--- src/rtl/cla16_pkg.sv ---
// Shared constants and types for the 16-bit two-level carry-lookahead adder.
package cla16_pkg;
  localparam int CLA_WIDTH   = 16;
  localparam int CLA_GROUP   = 4;
  localparam int CLA_NGROUPS = 4;

  typedef logic [CLA_WIDTH-1:0] operand_t;
endpackage

--- src/rtl/cla4_block.sv ---
// 4-bit carry-lookahead slice: local sums plus group generate/propagate
// for the second-level lookahead unit.
module cla4_block
  import cla16_pkg::*;
(
  input  logic [CLA_GROUP-1:0] a,
  input  logic [CLA_GROUP-1:0] b,
  input  logic                 ci,
  output logic [CLA_GROUP-1:0] s,
  output logic                 gg,
  output logic                 gp
);

  logic [CLA_GROUP-1:0] g;
  logic [CLA_GROUP-1:0] p;
  logic [CLA_GROUP-1:0] c;

  assign g = a & b;
  assign p = a ^ b;

  // Internal carries are flat sum-of-products, no ripple between bits.
  assign c[0] = ci;
  assign c[1] = g[0] | (p[0] & ci);
  assign c[2] = g[1] | (p[1] & g[0]) | (p[1] & p[0] & ci);
  assign c[3] = g[2] | (p[2] & g[1]) | (p[2] & p[1] & g[0])
              | (p[2] & p[1] & p[0] & ci);

  assign s  = p ^ c;
  assign gg = g[3] | (p[3] & g[2]) | (p[3] & p[2] & g[1])
            | (p[3] & p[2] & p[1] & g[0]);
  assign gp = &p;

endmodule

--- src/rtl/cla16_adder.sv ---
// Registered 16-bit carry-lookahead adder, {Co,S} = X + Y + Cin, 1-cycle latency.
// Optional two's-complement overflow output Ovf when CLA16_ADDER_OVF_EN is defined.
module cla16_adder
  import cla16_pkg::*;
(
  input  logic        clk,
  input  logic        rst,
  input  logic [15:0] X,
  input  logic [15:0] Y,
  input  logic        Cin,
  output logic [15:0] S,
  output logic        Co
`ifdef CLA16_ADDER_OVF_EN
  ,
  output logic        Ovf
`endif
);

  operand_t               sum_d;
  operand_t               s_q;
  logic                   co_d;
  logic                   co_q;
  logic [CLA_NGROUPS-1:0] grp_g;
  logic [CLA_NGROUPS-1:0] grp_p;
  logic [CLA_NGROUPS:0]   grp_c;

  // Second-level lookahead: every group carry comes straight from GG/GP/Cin.
  assign grp_c[0] = Cin;
  assign grp_c[1] = grp_g[0] | (grp_p[0] & Cin);
  assign grp_c[2] = grp_g[1] | (grp_p[1] & grp_g[0]) | (grp_p[1] & grp_p[0] & Cin);
  assign grp_c[3] = grp_g[2] | (grp_p[2] & grp_g[1]) | (grp_p[2] & grp_p[1] & grp_g[0])
                  | (grp_p[2] & grp_p[1] & grp_p[0] & Cin);
  assign grp_c[4] = grp_g[3] | (grp_p[3] & grp_g[2]) | (grp_p[3] & grp_p[2] & grp_g[1])
                  | (grp_p[3] & grp_p[2] & grp_p[1] & grp_g[0])
                  | (grp_p[3] & grp_p[2] & grp_p[1] & grp_p[0] & Cin);

  for (genvar gi = 0; gi < CLA_NGROUPS; gi++) begin : g_grp
    cla4_block u_cla4 (
      .a  (X[gi*CLA_GROUP +: CLA_GROUP]),
      .b  (Y[gi*CLA_GROUP +: CLA_GROUP]),
      .ci (grp_c[gi]),
      .s  (sum_d[gi*CLA_GROUP +: CLA_GROUP]),
      .gg (grp_g[gi]),
      .gp (grp_p[gi])
    );
  end

  assign co_d = grp_c[CLA_NGROUPS];

  always_ff @(posedge clk) begin
    if (rst) begin
      s_q  <= '0;
      co_q <= 1'b0;
    end else begin
      s_q  <= sum_d;
      co_q <= co_d;
    end
  end

  assign S  = s_q;
  assign Co = co_q;

`ifdef CLA16_ADDER_OVF_EN
  logic ovf_d;
  logic ovf_q;

  assign ovf_d = (X[15] == Y[15]) & (sum_d[15] != X[15]);

  always_ff @(posedge clk) begin
    if (rst) ovf_q <= 1'b0;
    else     ovf_q <= ovf_d;
  end

  assign Ovf = ovf_q;
`endif

endmodule

--- config.mk ---
export PLATFORM = sky130hd
export DESIGN_NAME = cla16_adder
export DESIGN_NICKNAME = d
export VERILOG_FILES = /design/src/rtl/cla16_pkg.sv /design/src/rtl/cla4_block.sv /design/src/rtl/cla16_adder.sv
export SDC_FILE = /design/constraint.sdc
export NUM_CORES = 1
export LEC_CHECK = 0
export CAP_MARGIN = 10
export CORE_MARGIN = 2
export CORE_UTILIZATION = 35
export CTS_CLUSTER_SIZE = 12
export DETAILED_ROUTE_END_ITERATION = 8
export GPL_ROUTABILITY_DRIVEN = 0
export MAX_ROUTING_LAYER = met4
export PLACE_DENSITY_LB_ADDON = 0.12
export SYNTH_ARGS = -nofsm -noshare
export SYNTH_HDL_FRONTEND = slang
export SYNTH_SLANG_ARGS = --single-unit
--- constraint.sdc ---
create_clock -name clk -period 3.6 [get_ports clk]
set_input_delay 0.72 -clock clk [delete_from_list [all_inputs] [get_ports clk]]
set_output_delay 0.72 -clock clk [all_outputs]
set_load 0.01 [all_outputs]
==> results.cfg <==
[yosys]
yosys.cell_count.top_type = nor2_1
ys_types = 35
netlist_instances = 129
yosysWarnings = 0
synthFlopType = dfxtp_1
syn_avg_cell_area_um2 = 8.99
netlist.area_leader.share_pct = 29.3
synth.area.top_cells = dfxtp_1 (29%), ha_1 (17%), fa_1 (6.9%)
syn_nets = 184
synth_common_cells = nor2_1 (19), dfxtp_1 (17), ha_1 (16)
synth_largest_area_cell = dfxtp_1
async_flop_share_pct = 0
syn_area_um2 = 1160
synth-seq-cells = 17
ys_seq_area_share_pct = 29.3
synth_edf_count = 0

[timing]
finalSetupViolCount = 0
maxSlewHeadroom_pct = 58.8
fin_crit_sh_pct = 82.0
period_needed_ps = 2950
fmax_mhz = 339
hold_viol = 0
slew_violations = 0
worstMarginPinSlew_ps = 614
fin_tns_setup_ps = 0
rsz0062_at_grt = no

[power_and_ir_drop]
p_int_w = 0.000391
p_sw_w = 0.000171
combPwrFrac_pct = 41.9
powerDensity_nw_per_um2 = 321
power.total_w = 0.000562
power_frac_seq_pct = 39.2
leakage_nw = 0.752
p_clk_share_pct = 18.9
switching_share_pct = 30.5
max-vdd-ir-drop_mv = 0.160

[hold_path]
hold_depth = 4
min_from = Y[0]
hp-class = input port to flip-flop
whs_endpoint = S[0]

[grt]
grt_remaining_overflow = 0
grt_pass1_vias = 1055
antenna_found_initial = 0
grt_max_degree = 15
grt_pass1_wl_um = 4140
grt.total_usage_pct = 14.9

[final_layout]
filler_cell_count = 316
fin_nets = 239
syn_to_final_growth_pct = 51.0
antenna-diode-count = 0
drive_gt1_share_pct = 6.01

[placed_design]
port_buffers = 51
dp_hpwl_um = 2130

[clock_tree]
cts_repair_resize_count = 0
htree_levels = 1
cts_tree = built
cts_hold_buf = 0
cts_buffers = 3
postCtsSetupRepairBufs = 0
cts_root_buf = clkbuf_4
clock_path_buffers = 2
path_clk_slew_ps = 110
clock-sinks = 17

[floorplan]
pin_count = 52
start_util_pct = 37.4
num_rows = 20
die_h_um = 61.6
die-width_um = 61.6
die-area_um2 = 3790
core_area_um2 = 3100

[detailed_routing]
drt_first_pass_iters = 4
drcViolationCount = 0
drt_iter0_drc = 31
drtAntennaViolNets = 0
via_count = 1087
wl_per_cell_um = 11.4
routed_via_density = 4.79
drt-total-wl_um = 2600

[setup_path]
start_kind = input port
crit_top_cell = a41o_1
path_buf_inv = 1
cp_data_arrival_time_ps = 3180
max_stage_delay_ps = 430
crit_slowest_cell = fa_1
setup.worst_path.end_class = flip-flop
cp.required_ps = 3830
critPathTopFamily = compound AO/OA/AOI/OAI gates
cp_max_fo = 3
crit_type = input port to flip-flop
crit_chain = clkdlybuf4s50_1 -> ha_1 -> a211oi_2 -> o21ai_2 -> a41o_1 -> a41o_1 -> a21oi_1 -> fa_1 -> nor2_1

[run]
maxCapViolations = 0

[outcome]
status = complete, no violations
cell families after synthesis:
family	after synthesis	share of synthesized area (%)
flops	17	29.3
mux	2	2.26
compound gates	30	18.4
simple gates	40	15.9
fa+ha+maj	20	24.2
buf+inv	12	3.88
xor+xnor	8	6.04
cells in the final DEF, fill, tap and decap left out, drive strengths merged, types with 3 or more instances in the layout:
cell type / n
a21oi: 7
nor2: 19
nor2b: 3
clkbuf: 4
fa: 4
nand3: 3
nor3: 3
clkdlybuf4s50: 51
ha: 16
o21ai: 6
xor2: 6
a211oi: 4
inv: 10
nand2: 5
dfxtp: 17
per-layer routing:
metal	wire [um]	vias to the layer above	global-route usage (%)
li1	-	564	-
met1	1210	496	17.9
met2	1220	25	24.1
met3	139	2	2.73
met4	21	0	6.69
met5	0	-	-
state kept, by name (all words and copies together) (netlist names):
name,cells
Co,1
S,16
stage by stage:
stage               worst slack, ps  cells  area (um^2)  utilization [%]  hold WS [ps]
floorplan                       919    129         1160                -           961
global placement                375    223         1730             55.6          1460
detailed placement              342    223         1730             55.6          1460
CTS                             635    227         1750             56.5          1160
global route                    482    227         1750             56.5          1200
finish                          649    227         1750             56.5          1170
power by group through the flow:
| stage | clock (W) | sequential, W | combinational, W |
|---|---|---|---|
| finish | 0.000106 | 0.000220 | 0.000236 |
| global placement | 0 | 0.000224 | 0.000233 |
| global route | 0.000116 | 0.000222 | 0.000261 |
| detailed placement | 0 | 0.000225 | 0.000236 |
| floorplan | 0 | 0.000238 | 0.000111 |
| CTS | 0.000113 | 0.000221 | 0.000238 |
layout make-up:
| class | instances | area, um^2 | share of cell area, % |
|---|---|---|---|
| clock buffer | 4 | 26.3 | 1.50 |
| inverter | 10 | 37.5 | 2.14 |
| multi-input combinational | 100 | 774 | 44.2 |
| sequential | 17 | 340 | 19.4 |
| tap | 44 | 55.1 | 3.14 |
| timing repair buffer | 52 | 518 | 29.6 |
worst max path at each step:
| stage | slack [ps] | start | cells after the start | to |
|---|---|---|---|---|
| final | 650 | X[0] | 9 | S[12] |
| after global placement | 370 | X[0] | 9 | S[12] |
| after global routing | 480 | X[5] | 9 | S[12] |
| after detailed placement | 340 | X[0] | 9 | S[12] |
| after CTS | 640 | X[0] | 9 | S[12] |
| after floorplan | 920 | X[0] | 8 | S[12] |
Note: power is estimated with default switching activity, not from simulation.
